## config.mk

```make
export PLATFORM = sky130hd
export DESIGN_NAME = calc_sequencer_flat
export DESIGN_NICKNAME = d
export VERILOG_FILES = /design/src/rtl/calc_sequencer_if.sv /design/src/rtl/calc_sequencer.sv /design/src/flat_wrapper.sv
export SDC_FILE = /design/constraint.sdc
export NUM_CORES = 1
export LEC_CHECK = 0
export BUFFER_PORTS_ARGS = -buffer_cell sky130_fd_sc_hd__buf_2
export CAP_MARGIN = 20
export CELL_PAD_IN_SITES_DETAIL_PLACEMENT = 1
export CELL_PAD_IN_SITES_GLOBAL_PLACEMENT = 1
export CORE_ASPECT_RATIO = 1.2
export CORE_MARGIN = 5
export CORE_UTILIZATION = 52
export CTS_CLUSTER_SIZE = 24
export DETAILED_ROUTE_END_ITERATION = 8
export GPL_TIMING_DRIVEN = 1
export PLACE_DENSITY = 0.84
export SYNTH_ARGS = -nofsm -noshare
export SYNTH_HDL_FRONTEND = slang
export SYNTH_SLANG_ARGS = --single-unit
```

## constraint.sdc

```tcl
create_clock -name clk_original -period 6.4 [get_ports clk_original]
set_input_delay 0.32 -clock clk_original [delete_from_list [all_inputs] [get_ports clk_original]]
set_output_delay 0.32 -clock clk_original [all_outputs]
set_load 0.02 [all_outputs]
```

## src/rtl/calc_sequencer_if.sv

```systemverilog
// Operand/handshake/display bundle for calc_sequencer.
// master: the requesting side (drives operands and start).
// slave: the sequencer itself.
interface calc_sequencer_if;
  logic [3:0] i0;
  logic [3:0] i1;
  logic [1:0] sel;
  logic       start;
  logic       busy;
  logic       done;
  logic [7:0] ans_r;
  logic       sign_out;
  logic [6:0] show_num;
  logic [5:0] show_place;

  modport master (
    output i0, i1, sel, start,
    input  busy, done, ans_r, sign_out, show_num, show_place
  );

  modport slave (
    input  i0, i1, sel, start,
    output busy, done, ans_r, sign_out, show_num, show_place
  );
endinterface

```

## src/rtl/calc_sequencer.sv

```systemverilog
// calc_sequencer: 4-bit zero/add/subtract/multiply unit with a sequential
// binary-to-BCD converter and a multiplexed active-low 7-segment scanner.
// Optional feature macro: CALC_SEQ_SIGN_DIGIT_EN adds a sign digit phase
// in front of the hundreds digit in the display scan.
module calc_sequencer #(
  parameter int unsigned SCAN_DIV = 4000
) (
  input  logic             clk_original,
  input  logic             rst_n,
  calc_sequencer_if.slave  bus
);

  typedef enum logic [1:0] {IDLE, CALC, CONV, DONE} state_t;

`ifdef CALC_SEQ_SIGN_DIGIT_EN
  localparam logic [1:0] PH_SIGN  = 2'd0;
  localparam logic [1:0] PH_HUND  = 2'd1;
  localparam logic [1:0] PH_TENS  = 2'd2;
  localparam logic [1:0] PH_UNITS = 2'd3;
  localparam logic [1:0] PH_FIRST = PH_SIGN;
`else
  localparam logic [1:0] PH_HUND  = 2'd0;
  localparam logic [1:0] PH_TENS  = 2'd1;
  localparam logic [1:0] PH_UNITS = 2'd2;
  localparam logic [1:0] PH_FIRST = PH_HUND;
`endif

  state_t      state, state_nxt;

  logic        start_q;
  logic        armed;
  logic        start_edge;

  logic [3:0]  a_q, b_q;
  logic [1:0]  op_q;
  logic [7:0]  mcand_q;
  logic [3:0]  mplier_q;
  logic [7:0]  acc_q;
  logic [1:0]  mul_cnt_q;
  logic [7:0]  res_q;
  logic        sign_q;
  logic [19:0] dd_q;
  logic [2:0]  conv_cnt_q;

  logic [7:0]  calc_res;
  logic        calc_sign;
  logic        calc_last;
  logic        conv_last;
  logic [19:0] dd_nxt;
  logic [8:0]  sub_res;

  logic [7:0]  ans_q;
  logic        sign_out_q;
  logic [3:0]  hund_q, tens_q, units_q;

  logic [15:0] scan_cnt;
  logic [1:0]  phase;

  logic        busy_w;
  logic        done_w;
  logic [6:0]  num_w;
  logic [5:0]  place_w;

  // Signed difference of two unsigned nibbles, returned as {negative, magnitude}.
  function automatic logic [8:0] sub_mag(input logic [3:0] a, input logic [3:0] b);
    logic signed [5:0] d;
    logic        [5:0] m;
    d = $signed({2'b00, a}) - $signed({2'b00, b});
    if (d < 0) begin
      m = -d;
      return {1'b1, 2'b00, m};
    end
    m = d;
    return {1'b0, 2'b00, m};
  endfunction

  // One double-dabble iteration: add 3 to every BCD digit >= 5, then shift left.
  // Layout: [19:16] hundreds, [15:12] tens, [11:8] units, [7:0] binary.
  function automatic logic [19:0] dd_step(input logic [19:0] x);
    logic [19:0] y;
    y = x;
    if (y[11:8]  >= 4'd5) y[11:8]  = y[11:8]  + 4'd3;
    if (y[15:12] >= 4'd5) y[15:12] = y[15:12] + 4'd3;
    if (y[19:16] >= 4'd5) y[19:16] = y[19:16] + 4'd3;
    return {y[18:0], 1'b0};
  endfunction

  // Active-low segment pattern {a,b,c,d,e,f,g} for a decimal digit.
  function automatic logic [6:0] seg7(input logic [3:0] d);
    case (d)
      4'd0:    return 7'b0000001;
      4'd1:    return 7'b1001111;
      4'd2:    return 7'b0010010;
      4'd3:    return 7'b0000110;
      4'd4:    return 7'b1001100;
      4'd5:    return 7'b0100100;
      4'd6:    return 7'b0100000;
      4'd7:    return 7'b0001111;
      4'd8:    return 7'b0000000;
      4'd9:    return 7'b0000100;
      default: return 7'b1111111;
    endcase
  endfunction

  // A start level present at reset release must drop before it can start anything.
  assign start_edge = bus.start & ~start_q & armed;

  // Control registers: FSM state.
  always_ff @(posedge clk_original or negedge rst_n) begin
    if (!rst_n) state <= IDLE;
    else        state <= state_nxt;
  end

  // Next-state logic.
  always_comb begin
    state_nxt = state;
    case (state)
      IDLE:    if (start_edge) state_nxt = CALC;
      CALC:    if (calc_last)  state_nxt = CONV;
      CONV:    if (conv_last)  state_nxt = DONE;
      DONE:    state_nxt = IDLE;
      default: state_nxt = IDLE;
    endcase
  end

  // FSM outputs.
  always_comb begin
    busy_w = (state == CALC) || (state == CONV);
    done_w = (state == DONE);
  end

  // Control registers: start edge detector and step counters.
  always_ff @(posedge clk_original or negedge rst_n) begin
    if (!rst_n) begin
      start_q    <= 1'b0;
      armed      <= 1'b0;
      mul_cnt_q  <= 2'd0;
      conv_cnt_q <= 3'd0;
    end else begin
      start_q    <= bus.start;
      armed      <= armed | ~bus.start;
      mul_cnt_q  <= (state == CALC) ? mul_cnt_q + 2'd1 : 2'd0;
      conv_cnt_q <= (state == CONV) ? conv_cnt_q + 3'd1 : 3'd0;
    end
  end

  // Arithmetic result for the current CALC cycle and next conversion step.
  always_comb begin
    calc_res  = 8'd0;
    calc_sign = 1'b0;
    sub_res   = 9'd0;
    case (op_q)
      2'b01:   calc_res = {4'b0000, a_q} + {4'b0000, b_q};
      2'b10: begin
        sub_res   = sub_mag(a_q, b_q);
        calc_sign = sub_res[8];
        calc_res  = sub_res[7:0];
      end
      2'b11:   calc_res = acc_q + (mplier_q[0] ? mcand_q : 8'd0);
      default: calc_res = 8'd0;
    endcase
    calc_last = (op_q != 2'b11) || (mul_cnt_q == 2'd3);
    conv_last = (conv_cnt_q == 3'd7);
    dd_nxt    = dd_step(dd_q);
  end

  // Datapath working registers: operand capture, multiply steps, BCD shifter.
  always_ff @(posedge clk_original) begin
    if (state == IDLE && start_edge) begin
      a_q      <= bus.i0;
      b_q      <= bus.i1;
      op_q     <= bus.sel;
      mcand_q  <= {4'b0000, bus.i0};
      mplier_q <= bus.i1;
      acc_q    <= 8'd0;
    end else if (state == CALC) begin
      acc_q    <= calc_res;
      mcand_q  <= {mcand_q[6:0], 1'b0};
      mplier_q <= {1'b0, mplier_q[3:1]};
      if (calc_last) begin
        res_q  <= calc_res;
        sign_q <= calc_sign;
        dd_q   <= {12'd0, calc_res};
      end
    end else if (state == CONV) begin
      dd_q <= dd_nxt;
    end
  end

  // Committed result: all display-visible values change together on entry to DONE.
  always_ff @(posedge clk_original or negedge rst_n) begin
    if (!rst_n) begin
      ans_q      <= 8'd0;
      sign_out_q <= 1'b0;
      hund_q     <= 4'd0;
      tens_q     <= 4'd0;
      units_q    <= 4'd0;
    end else if (state == CONV && conv_last) begin
      ans_q      <= res_q;
      sign_out_q <= sign_q;
      hund_q     <= dd_nxt[19:16];
      tens_q     <= dd_nxt[15:12];
      units_q    <= dd_nxt[11:8];
    end
  end

  // Free-running scan divider and digit phase, independent of the FSM.
  always_ff @(posedge clk_original or negedge rst_n) begin
    if (!rst_n) begin
      scan_cnt <= 16'd0;
      phase    <= PH_HUND;
    end else if (scan_cnt == 16'(SCAN_DIV - 1)) begin
      scan_cnt <= 16'd0;
      phase    <= (phase == PH_UNITS) ? PH_FIRST : phase + 2'd1;
    end else begin
      scan_cnt <= scan_cnt + 16'd1;
    end
  end

  // Digit select and segment decode for the current scan phase.
  always_comb begin
    place_w = 6'b111111;
    num_w   = 7'b1111111;
    case (phase)
      PH_HUND: begin
        place_w = 6'b111011;
        num_w   = seg7(hund_q);
      end
      PH_TENS: begin
        place_w = 6'b111101;
        num_w   = seg7(tens_q);
      end
      PH_UNITS: begin
        place_w = 6'b111110;
        num_w   = seg7(units_q);
      end
      default: begin
        place_w = 6'b111111;
        num_w   = 7'b1111111;
      end
    endcase
`ifdef CALC_SEQ_SIGN_DIGIT_EN
    if (phase == PH_SIGN && sign_out_q) begin
      place_w = 6'b110111;
      num_w   = 7'b1111110;
    end
`endif
  end

  assign bus.busy       = busy_w;
  assign bus.done       = done_w;
  assign bus.ans_r      = ans_q;
  assign bus.sign_out   = sign_out_q;
  assign bus.show_num   = num_w;
  assign bus.show_place = place_w;

endmodule

```

## src/flat_wrapper.sv

```systemverilog
// flat-port wrapper written by rule: the top's interface ports become plain ports
module calc_sequencer_flat 
#(
  parameter int unsigned SCAN_DIV = 4000
)
  (clk_original, rst_n, bus_i0, bus_i1, bus_sel, bus_start, bus_busy, bus_done, bus_ans_r, bus_sign_out, bus_show_num, bus_show_place);
  calc_sequencer_if bus_i ();
  input  logic clk_original;
  input  logic rst_n;
  input wire logic [$bits(bus_i.i0)-1:0] bus_i0;
  input wire logic [$bits(bus_i.i1)-1:0] bus_i1;
  input wire logic [$bits(bus_i.sel)-1:0] bus_sel;
  input wire logic [$bits(bus_i.start)-1:0] bus_start;
  output wire logic [$bits(bus_i.busy)-1:0] bus_busy;
  output wire logic [$bits(bus_i.done)-1:0] bus_done;
  output wire logic [$bits(bus_i.ans_r)-1:0] bus_ans_r;
  output wire logic [$bits(bus_i.sign_out)-1:0] bus_sign_out;
  output wire logic [$bits(bus_i.show_num)-1:0] bus_show_num;
  output wire logic [$bits(bus_i.show_place)-1:0] bus_show_place;
  assign bus_i.i0 = bus_i0;
  assign bus_i.i1 = bus_i1;
  assign bus_i.sel = bus_sel;
  assign bus_i.start = bus_start;
  assign bus_busy = bus_i.busy;
  assign bus_done = bus_i.done;
  assign bus_ans_r = bus_i.ans_r;
  assign bus_sign_out = bus_i.sign_out;
  assign bus_show_num = bus_i.show_num;
  assign bus_show_place = bus_i.show_place;
  calc_sequencer #(.SCAN_DIV(SCAN_DIV)) u_core (.clk_original(clk_original), .rst_n(rst_n), .bus(bus_i));
endmodule
```

* After elaboration in Yosys (flattened, before gate mapping)
Memory sizes are Yosys's and may differ from the RTL's.
Cells that the tools add are included.
** Operators by class
- Add/sub/neg operators :: 11
- Multiply operators :: 0
- Divide/modulo/power cells :: 0
- $lt $le $gt $ge :: 4
- Equal/unequal tests :: 15
- Shift operators :: 0
- Muxes and demuxes :: 26
- Bitwise gates (word level) :: 6
- Reduce and logical (&&, ||, !) cells :: 12
** Operators by type and width (count)
- 20-bit 2-to-1 mux :: 3
- 4-bit 2-to-1 mux :: 6
- 8-bit one-hot mux with 3 select lines :: 1
- 7-bit one-hot mux with 3 select lines :: 1
- 16-bit by 1-bit adder with 16-bit output, second input constant :: 1
- 16-bit by 12-bit == test with 1-bit output, second input constant :: 1
- 16-bit 2-to-1 mux :: 1
- 8-bit 2-to-1 mux :: 2
- 2-bit == test, second input constant :: 6
- 4-bit by 3-bit >= comparator with 1-bit output, second input constant :: 3
- 2-bit 2-to-1 mux :: 5
- 9-bit 2-to-1 mux :: 1
- 3-bit one-hot mux with 3 select lines :: 1
- 3-bit AND reduction :: 3
- 4-bit by 2-bit adder with 4-bit output, second input constant :: 2
- 8-bit adder :: 1
- 2-bit one-hot mux with 4 select lines :: 1
- 2-bit by 1-bit == test with 1-bit output, second input constant :: 3
- 3-bit 2-to-1 mux :: 2
- 2-bit by 1-bit inequality test with 1-bit output, second input constant :: 3
- 5-bit negation with 6-bit output :: 1
- 4-bit by 4-bit adder with 5-bit output :: 1
- 5-bit by 1-bit < comparator with 1-bit output, second input constant :: 1
- 4-bit by 4-bit subtractor with 5-bit output :: 1
- other kinds (14) :: 23
** Word-level totals
- Flip-flop bits (word level) :: 107
- Bits in latches :: 0
- RAM bits :: 0
- ROM bits :: 336
- Word-level logic and storage cells :: 99
- Memories kept :: 3
** Memories
- (name not given) :: depth 16, width 7, read ports 1, clocked after memory_dff 0, write ports 0, line calc_sequencer.sv:90 : case (d)
- (name not given) :: depth 16, width 7, read ports 1, clocked after memory_dff 0, write ports 0, line calc_sequencer.sv:90
- (name not given) :: depth 16, width 7, read ports 1, clocked after memory_dff 0, write ports 0, line calc_sequencer.sv:90

* Longest topological paths before layout
Gate-level depths: netlist of the first run.
- Depth after elaboration :: 8
- Depth in mapped cells :: 10
- Depth with buffers taken out :: 10

* Worst setup path after synthesis of the first run
No wires, ideal clock.
- Kind :: register to register
- From :: reg u_core.a_q[0]
- To :: reg u_core.dd_q[2], data pin
- Arrival time :: 1.978 ns
- Required time :: 6.146 ns
- Slack :: 4.167 ns
- Stages on the path, launching flop included :: 11
- Path buffers :: 0
- Clock period less this slack :: 2.233 ns
- Cells stage by stage :: edfxtp_1 -> inv_1 -> ha_1 -> inv_1 -> fa_1 -> inv_1 -> ha_1 -> a211oi_2 -> xor2_1 -> o311ai_1 -> o21a_1
** On the way
- Word-level cells in the longest chain between the ends :: 8
** Ends and longest elaborated chain
- from (decl) :: line calc_sequencer.sv:34 : logic [3:0] a_q, b_q;
- from (signal assigned) :: line calc_sequencer.sv:170 : a_q <= bus.i0;
- 4-bit by 4-bit subtractor with 5-bit output :: line calc_sequencer.sv:68 : d = $signed({2'b00, a}) - $signed({2'b00, b});
- 5-bit by 1-bit < comparator with 1-bit output :: line calc_sequencer.sv:69 : if (d < 0) begin
- 1-bit 2-to-1 mux :: line calc_sequencer.sv:69
- 1-bit 2-to-1 mux :: line calc_sequencer.sv:152 : case (op_q)
- 8-bit 2-to-1 mux :: line calc_sequencer.sv:73 : m = d;
- 8-bit one-hot mux with 3 select lines (*) :: line calc_sequencer.sv:152
- 20-bit 2-to-1 mux (*) :: line calc_sequencer.sv:180 : if (calc_last) begin
- 20-bit 2-to-1 mux (*) :: line calc_sequencer.sv:176 : end else if (state == CALC) begin
- to (signal assigned) :: line calc_sequencer.sv:183 : dd_q <= {12'd0, calc_res};
- to (signal assigned) :: line calc_sequencer.sv:186 : dd_q <= dd_nxt;
- to (decl) :: line calc_sequencer.sv:42 : logic [19:0] dd_q;
Mark *: on every way between the ends. The rest lies on a longest branch, timed or not. The select of a mux whose other input is x is not followed.
A chain may end at the register's enable or synchronous reset.

* Worst setup path in the final report of the first run
Same ends and word-level chain as after synthesis.

==> results by group, run 1 <==
Route
  – Vias per cell: 5.54
  – DRT Pass-1 Iters: 4
  – Final WL: 13400 µm
  – Routed length per placed instance: 17.4 µm
  – ANT nets after route: 0
  – DRC errors left: 0
  – Via count: 4248
  – DRT iter0 DRCs: 214

Synth
  – EDFF count, synth: 47
  – Post-Syn Instances: 583
  – Post-synth top flop: dfrtp_1
  – Synth warn: 0
  – Largest area contributor in the netlist: edfxtp_1
  – Mapped Area: 5940 µm²
  – Commonest cells post-synth: 52 x nor2_1, 51 x nand2_1, 49 x ha_1
  – Most frequent cell after synthesis: nor2_1
  – Unique masters post-synth: 56
  – Sequential share of the synthesized area: 0.480
  – Top cells by area, synth: edfxtp_1 24%, dfrtp_1 20%, ha_1 10%, dfxtp_1 4.0%, a21oi_1 3.5%
  – Share of the synthesized area in the top cell type: 0.237
  – FFs w/ async S/R, synth: 0.449
  – Avg Inst Size Synth: 10.2 µm²
  – Post-synthesis register bit count: 107

CTS
  – Root buf cell: clkbuf_16
  – CTS tree: built
  – Post-CTS Resized: 0
  – Clock buffer depth: 2
  – Total CTS buffers: 9
  – Post-CTS setup buffers: 0
  – Clock slew at reported path FFs: 0.06 ns
  – Clock H-tree levels: 3
  – Worst skew pair latency: 0.35 ns
  – CTS Hold Bufs: 0
  – Sink Count: 107

STA
  – Total negative slack: 0 ns
  – Max Clk Rate: 0.392 GHz
  – # setup viols final: 0
  – RSZ-0062 raised after global routing: false
  – Fin. Hold Viols: 0
  – Slew at the pin closest to its max-slew limit: 0.905 ns
  – Relative slew slack: 0.396
  – Final Max Tran Viols: 0
  – Final period utilization: 0.398
  – Worst hold margin: 0.0708 ns
  – Final worst clock skew: 0.00919 ns
  – Final worst slack: 3.85 ns
  – Min cycle time layout: 2.55 ns

Worst setup path
  – Worst path required time: 6.62 ns
  – Worst path arrival time: 2.77 ns
  – CP startpoint kind: register
  – CP endpoint kind: register
  – CP Max Fanout: 3
  – CP Class: reg2reg

Finish
  – # nets final: 673
  – Antenna cell count: 0
  – Share of cells above drive strength 1: 0.121
  – Layout Cells excl Fill: 767
  – Area delta synth->final: 10.1%

Power
  – Leakage power: 2.91 nW
  – Pwr Density: 382 nW/µm²
  – IR Drop Worst-Case VDD: 206 µV
  – Total power: 2.50 mW

GRT
  – Remaining Overflow, GRT: 0
  – Gr busiest metal: met2
  – Tot GR Track Use: 0.208
  – Initial antenna violation count: 0
  – Met2 Usage GRT: 0.392
  – Met1 usage: 0.226
  – Global Route met3 Usage: 0.0257
  – Largest net degree at the start of global routing: 49
  – First-pass GRT wire length: 22600 µm
  – Vias in the first global route: 4623

Floorplanning
  – Core ar.: 11100 µm²
  – Starting density of the core: 0.534
  – Full die area: 13700 µm²
  – Die width: 108 µm
  – Die Y: 127 µm
  – Top Ports: 37
  – Row Count: 42

Placed design
  – Post-placement cell count: 750
  – Post-DP HPWL: 9600 µm
  – DP Worst Slack: 3.87 ns
  – # port buffers: 33
  – RD Place Congestion: 0.833

Hold path
  – Hold/Removal Path Class: in2async

Run
  – Number of max-cap violations: 0

Status
  – Outcome: finished, final reports clean
[layout make-up]
| type | count | area, µm² |
|---|---|---|
| Clock inverter | 2 | 33.8 |
| Tap cell | 154 | 193 |
| Inverter | 44 | 165 |
| Multi-Input combinational cell | 410 | 2820 |
| Clock buffer | 14 | 275 |
| Timing Repair Buffer | 36 | 208 |
| Fill cell | 1248 | 4600 |
| Sequential cell | 107 | 2850 |
[critical path, stage by stage (launching register included)]
cell	delay (ns)
edfxtp_1	0.39
inv_1	0.07
ha_1	0.15
inv_1	0.05
fa_1	0.54
inv_1	0.07
ha_1	0.22
a211oi_2	0.26
xor2_1	0.12
o311ai_1	0.37
o21a_1	0.18
[logic make-up after synthesis]
group	Yosys count	synth area share
AOI/OAI and AO/OA	117	0.123
xor gates and xnor gates	24	0.0354
adders and majority gates	52	0.113
buffers and inverters	68	0.0476
DFF	107	0.480
muxes	23	0.0423
other	1	0.000631
and+or+nand+nor	191	0.158
[per-stage QoR]
stage               area (µm²)   util
global placement          6210  0.557
finish                    6540  0.587
detailed placement        6210  0.557
global route              6540  0.587
CTS                       6520  0.585
floorplan                 5950      -
[placed cells by master, fill, tap and decap left out, drive strengths merged, types with 34 or more instances in the layout]
| cell type | n |
|---|---|
| edfxtp | 47 |
| a21oi | 43 |
| ha | 49 |
| dfrtp | 48 |
| buf | 36 |
| nor2 | 52 |
| inv | 43 |
| o21ai | 34 |
| nand2 | 51 |
[sequential cells by signal, summed over array words and instances (netlist names), 2 cells and up]
| register | flops |
|---|---|
| u_core.b_q | 4 |
| u_core.scan_cnt | 16 |
| u_core.res_q | 8 |
| u_core.mplier_q | 4 |
| u_core.mcand_q | 8 |
| u_core.a_q | 4 |
| u_core.op_q | 2 |
| u_core.dd_q | 20 |
| u_core.tens_q | 4 |
| u_core.bus.ans_r | 8 |
| u_core.mul_cnt_q | 2 |
| u_core.hund_q | 4 |
| u_core.units_q | 4 |
| u_core.state | 2 |
| u_core.acc_q | 8 |
| u_core.conv_cnt_q | 3 |
| u_core.phase | 2 |
[where the power goes]
group | switching, mW | total [mW] | internal, mW
clock network | 0.241 | 0.579 | 0.337
registers | 0.106 | 1.08 | 0.971
logic | 0.535 | 0.846 | 0.311
[worst paths after layout]
kind / from / to / slack (ns) / cells past startpoint
max in group asynchronous: rst_n / u_core.bus.ans_r[6]$_DFFE_PN0P_ / 5.89 / 2
setup / recovery: u_core.a_q[0]$_DFFE_PP_ / u_core.dd_q[2]$_DFFE_PP_ / 3.85 / 10
min in group clk_original: bus_start / u_core.start_q$_DFF_PN0_ / 0.11 / 1
hold / removal: rst_n / u_core.scan_cnt[14]$_DFF_PN0_ / 0.07 / 2
hold reg to reg: u_core.conv_cnt_q[0]$_DFF_PN0_ / u_core.conv_cnt_q[0]$_DFF_PN0_ / 0.44 / 1
setup reg to reg: u_core.a_q[0]$_DFFE_PP_ / u_core.dd_q[2]$_DFFE_PP_ / 3.85 / 10
[metal layers]
| metal | part of all wire | wire length, µm | vias to the layer above |
|---|---|---|---|
| met5 | 0 | 0 | - |
| met4 | 0.033 | 436 | 0 |
| met3 | 0.023 | 307 | 29 |
| met2 | 0.56 | 7470 | 64 |
| met1 | 0.39 | 5150 | 2093 |
| li1 | - | - | 2062 |
Power figures use the tool's default switching activity.
==> run 2, diff against run 1 <==
Settings changed: ABC_AREA set to 1, CORE_UTILIZATION 52 to 47, PLACE_DENSITY 0.84 to 0.8.
Clock period 6.4 ns to 2.7 ns, I/O delays scaled along.
==> results by group, run 2 <==
Worst setup path
  – CP endpoint kind: register
  – Slowest cell delay on critical path: 0.47 ns
  – RR Startpoint: u_core.mplier_q[0]$_DFFE_PP_
  – CP Class: reg2reg
  – CP top delay family: simple AND/OR/NAND/NOR gates
  – Worst path arrival time: 2.31 ns
  – WP buf/inv: 3
  – CP cell instances: nand2_1, inv_1, ha_1, inv_1, fa_1, inv_1, nand3_1, nand2_1, nand2_1, nand3_1, nand3_2, nand2_2, nand2_1
  – CP Max Fanout: 8
  – CP dominant cell by count: nand2_1
  – CP startpoint kind: register
  – Worst path required time: 2.81 ns
  – Critical Path Start: u_core.mplier_q[0]$_DFFE_PP_
  – Critical path's slowest cell: edfxtp_1

Synth
  – Share of the synthesized area in the top cell type: 0.230
  – Mapped Area: 6130 µm²
  – Commonest cells post-synth: 206 x nand2_1, 106 x inv_1, 58 x nor2_1
  – Synth warn: 0
  – Sequential share of the synthesized area: 0.465
  – Post-synthesis register bit count: 107
  – Unique masters post-synth: 45
  – EDFF count, synth: 47
  – Avg Inst Size Synth: 8.35 µm²
  – Largest area contributor in the netlist: edfxtp_1
  – Top cells by area, synth: edfxtp_1 23%, dfrtp_1 20%, nand2_1 13%, ha_1 10%, inv_1 6.5%
  – FFs w/ async S/R, synth: 0.449
  – Most frequent cell after synthesis: nand2_1
  – Post-synth top flop: dfrtp_1
  – Post-Syn Instances: 735

GRT
  – Met2 Usage GRT: 0.384
  – Met1 usage: 0.221
  – Global Route met3 Usage: 0.0308
  – First-pass GRT wire length: 25000 µm
  – Largest net degree at the start of global routing: 49
  – Vias in the first global route: 5379
  – Initial antenna violation count: 0
  – Remaining Overflow, GRT: 0
  – Tot GR Track Use: 0.202
  – Gr busiest metal: met2

CTS
  – CTS tree: built
  – Total CTS buffers: 9
  – Sink Count: 107
  – Clock buffer depth: 2
  – Clock H-tree levels: 3
  – Clock slew at reported path FFs: 0.07 ns
  – Root buf cell: clkbuf_16
  – Worst skew pair latency: 0.36 ns
  – Post-CTS Resized: 0

STA
  – Final Max Tran Viols: 0
  – Final worst clock skew: 0.0103 ns
  – # setup viols final: 0
  – Fin. Hold Viols: 0
  – Min cycle time layout: 2.21 ns
  – RSZ-0062 raised after global routing: false
  – Total negative slack: 0 ns
  – Final period utilization: 0.817
  – Max Clk Rate: 0.453 GHz

Route
  – Routed length per placed instance: 15.2 µm
  – DRT Pass-1 Iters: 4
  – DRC errors left: 0
  – Via count: 4950
  – Vias per cell: 5.18
  – ANT nets after route: 0
  – Final WL: 14500 µm
  – DRT iter0 DRCs: 202

Finish
  – Fillers: 1571
  – Area delta synth->final: 13.0%
  – Layout Cells excl Fill: 955
  – Max reg flops: 20
  – Register area: 2850 µm²
  – Most frequent cells in the layout: 206 x nand2_1, 106 x inv_1, 58 x nor2_1
  – Share of cells above drive strength 1: 0.118
  – Design Area, Final: 6930 µm²
  – Multi-input gate area: 2780 µm²
  – # nets final: 851
  – Largest regs: u_core.dd_q: 20 flops, u_core.scan_cnt: 16 flops
  – Commonest non-fill, non-tap cell in the layout: nand2_1
  – Most flops, register: u_core.dd_q
  – Antenna cell count: 0
  – Final core occ: 0.545

Floorplanning
  – Core ar.: 12700 µm²
  – Starting density of the core: 0.482
  – Die width: 114 µm
  – Row Count: 45
  – Top Ports: 37
  – Die Y: 135 µm
  – Full die area: 15400 µm²

Placed design
  – Post-DP HPWL: 10900 µm
  – Placed Instance Area: 6490 µm²
  – # port buffers: 33
  – RD Place Congestion: 0.919
  – Post-placement cell count: 926

Power
  – Total power: 5.81 mW
  – Pwr Density: 838 nW/µm²
  – Leakage power: 3.53 nW
  – IR Drop Worst-Case VDD: 558 µV

Status
  – Outcome: finished, final reports clean

Run
  – Number of max-cap violations: 0

Hold path
  – Hold/Removal Path Class: in2async
[run 2: cell families (layout without fill, tap and decap cells)]
logic type               count (synthesis)  after routing  share of synthesized area
adder cells (fa/ha/maj)                 52             52                      0.110
other                                    1              3                   0.000611
AO/OA/AOI/OAI                           86             86                     0.0804
AND/OR/NAND/NOR                        347            347                      0.245
flip-flops                             107            107                      0.465
buffers and inverters                  131            185                     0.0838
XOR/XNOR                                11             11                     0.0157
[run 2: stage by stage]
step,setup slack [ns],hold WS [ns]
3_3_place_gp,0.631,0.269
4_1_cts,0.497,0.0251
3_5_place_dp,0.544,0.280
2_1_floorplan,0.299,-0.161
5_1_grt,0.314,0.193
6_report,0.493,0.173
[run 2: path summary, 6_finish.rpt]
check	endpoint	slack [ns]	cells past startpoint
min reg2reg	u_core.mul_cnt_q[0]$_DFF_PN0_	0.45	1
max in group asynchronous	u_core.bus.ans_r[5]$_DFFE_PN0P_	2.03	3
max	u_core.dd_q[4]$_DFFE_PP_	0.49	13
min	u_core.scan_cnt[5]$_DFF_PN0_	0.17	2
max reg2reg	u_core.dd_q[4]$_DFFE_PP_	0.49	13
min in group clk_original	u_core.mul_cnt_q[0]$_DFF_PN0_	0.45	1
[run 2: power breakdown]
part	internal [mW]	switching, mW	total [mW]
sequential	2.29	0.204	2.49
clock	0.773	0.583	1.36
combinational	0.635	1.33	1.96
total	3.69	2.11	5.81
[run 2: area by class of cell]
type	count	area share
Clock buffer	12	0.0372
Clock inverter	4	0.00686
Inverter	117	0.0633
Multi-Input combinational cell	499	0.401
Sequential cell	107	0.411
Tap cell	164	0.0296
Timing Repair Buffer	52	0.0505
[run 2: layer usage]
layer  part of all wire  routed length (µm)  vias up
li1                   -                   -     2452
met1               0.40                5740     2411
met2               0.55                7990       60
met3              0.025                 369       27
met4              0.027                 384        0
met5                  0                   0        -
[run 2: worst register-to-register path: cells and delay by family, from the launching register on]
family,cells,cell delay (ns)
fa+ha+maj,2,0.58
flops,1,0.47
buf+inv,3,0.23
simple gates,8,0.67
[run 2: timing repair]
action | 4_1_cts | 5_1_grt
hold buffers | 11 | 1
hold endpoints to repair | 12 | 48
setup buffers | 0 | 0
==> run 3, diff against run 2 <==
Settings changed: CORE_UTILIZATION 47 to 42, PLACE_DENSITY 0.8 to 0.75.
Clock period 2.7 ns to 1.9 ns, I/O delays scaled along.
==> results by group, run 3 (same netlist as run 2, synthesis figures left out) <==
Status
  – Outcome: finished, violations left
  – Failing checks: setup timing

CTS
  – Total CTS buffers: 9
  – Clock slew at reported path FFs: 0.08 ns
  – Sink Count: 107
  – Root buf cell: clkbuf_16
  – Clock buffer depth: 2
  – Clock H-tree levels: 3
  – Worst skew pair latency: 0.36 ns
  – CTS tree: built

Worst setup path
  – CP cell instances: inv_2, ha_4, inv_4, fa_2, inv_2, ha_4, inv_2, nand2_2, nand3_2, nand3_2, nand2_2, nand2_1
  – CP top delay family: adder cells
  – Worst path required time: 2.02 ns
  – CP Class: reg2reg
  – CP Max Fanout: 2
  – Critical path's slowest cell: fa_2
  – Slowest cell delay on critical path: 0.56 ns
  – CP endpoint kind: register
  – Worst path arrival time: 2.39 ns
  – CP dominant cell by count: inv_2
  – CP startpoint kind: register
  – WP buf/inv: 4

Run
  – Number of max-cap violations: 0

Placed design
  – # port buffers: 33
  – Post-DP HPWL: 11100 µm
  – RD Place Congestion: 0.864
  – Placed Instance Area: 6720 µm²

Floorplanning
  – Starting density of the core: 0.427
  – Die Y: 142 µm
  – Full die area: 17100 µm²
  – Row Count: 48
  – Core ar.: 14400 µm²
  – Top Ports: 37
  – Die width: 120 µm

Power
  – Total power: 9.28 mW
  – IR Drop Worst-Case VDD: 585 µV
  – Leakage power: 3.78 nW
  – Pwr Density: 1210 nW/µm²

STA
  – Slew at the pin closest to its max-slew limit: 0.529 ns
  – Fin. Hold Viols: 0
  – Final worst clock skew: 0.00980 ns
  – RSZ-0062 raised after global routing: true
  – # setup viols final: 19
  – Relative slew slack: 0.644
  – Worst hold margin: 0.245 ns
  – Final period utilization: 1.20
  – Final Max Tran Viols: 0
  – Max Clk Rate: 0.440 GHz
  – Final worst slack: -0.374 ns
  – Min cycle time layout: 2.27 ns

Route
  – DRT Pass-1 Iters: 4
  – ANT nets after route: 0
  – Via count: 5193
  – Routed length per placed instance: 17.3 µm
  – DRC errors left: 0
  – Final WL: 17400 µm
  – DRT iter0 DRCs: 254
  – Vias per cell: 5.18

Finish
  – Antenna cell count: 0
  – Max reg flops: 20
  – # nets final: 887
  – Commonest non-fill, non-tap cell in the layout: nand2_1
  – Area delta synth->final: 25.0%
  – Share of cells above drive strength 1: 0.256
  – Most frequent cells in the layout: 184 x nand2_1, 86 x inv_1, 48 x nor2_1
  – Final core occ: 0.534
  – Most flops, register: u_core.dd_q
  – Design Area, Final: 7670 µm²
  – Largest regs: u_core.dd_q: 20 flops, u_core.scan_cnt: 16 flops

GRT
  – Vias in the first global route: 5793
  – Tot GR Track Use: 0.201
  – Remaining Overflow, GRT: 0
  – Initial antenna violation count: 0
  – Largest net degree at the start of global routing: 49
  – First-pass GRT wire length: 27500 µm

Hold path
  – Hold/Removal Path Class: in2async
==> run 3: changes by cell type in the layout (fill, tap and decap cells not counted), sizes merged <==
cell      delta
clkinv       +1
clkinvlp     -1
buf         +36
inv          +3
clkbuf       -2
bufinv       -1
==> run 3: cell type report <==
type                       count  area (µm²)
fill                        1685        6690
multi-input combinational    499        3200
sequential                   107        2850
timing repair buffer          88         663
inverter                     117         447
clock buffer                  10         250
tap                          175         219
clock inverter                 6        35.0
==> run 3: layer usage <==
layer	share of wire	vias up	track usage
li1	-	2523	-
met4	0.038	0	0.0979
met5	0	-	0
met2	0.56	102	0.398
met3	0.033	47	0.0306
met1	0.37	2521	0.203
==> run 3: power by group <==
part           total (mW)  internal [mW]  leakage, nW  switching [mW]
sequential           3.56           3.24         1.19           0.312
combinational        3.85           1.45         2.44            2.40
clock                1.87          0.969        0.146           0.904
==> run 3: stage by stage <==
stage	instances	setup TNS, ns	worst slack [ns]
2_1_floorplan	737	-0.673	-0.0764
3_3_place_gp	958	-1.02	-0.161
3_5_place_dp	958	-2.10	-0.240
4_1_cts	997	-2.13	-0.250
5_1_grt	1002	-5.50	-0.418
6_report	1002	-3.43	-0.374
==> run 3: tightest hold or removal path: stages <==
cell	delay [ns]
dlygate4sd3_1	0.52
buf_2	0.12
buf_12	0.25
==> run 3: path summary, 6_finish.rpt <==
path | startpoint | to | slack, ns | depth (start not counted)
max in group asynchronous | rst_n | u_core.tens_q[0]$_DFFE_PN0P_ | 1.40 | 3
setup reg to reg | u_core.a_q[0]$_DFFE_PP_ | u_core.dd_q[1]$_DFFE_PP_ | -0.37 | 12
min in group clk_original | bus_start | u_core.start_q$_DFF_PN0_ | 0.42 | 2
hold / removal | rst_n | u_core.scan_cnt[14]$_DFF_PN0_ | 0.25 | 3
setup / recovery | u_core.a_q[0]$_DFFE_PP_ | u_core.dd_q[1]$_DFFE_PP_ | -0.37 | 12
hold reg to reg | u_core.conv_cnt_q[0]$_DFF_PN0_ | u_core.conv_cnt_q[0]$_DFF_PN0_ | 0.43 | 1
==> run 3: timing repair <==
| item | CTS | global route |
|---|---|---|
| setup buffers | 11 | 8 |
| pin swaps | 28 | 36 |
| hold buffers | 12 | 0 |
| resized for setup | 54 | 65 |
| hold endpoints to repair | 60 | 0 |
| endpoints found under the setup margin | 21 | 50 |
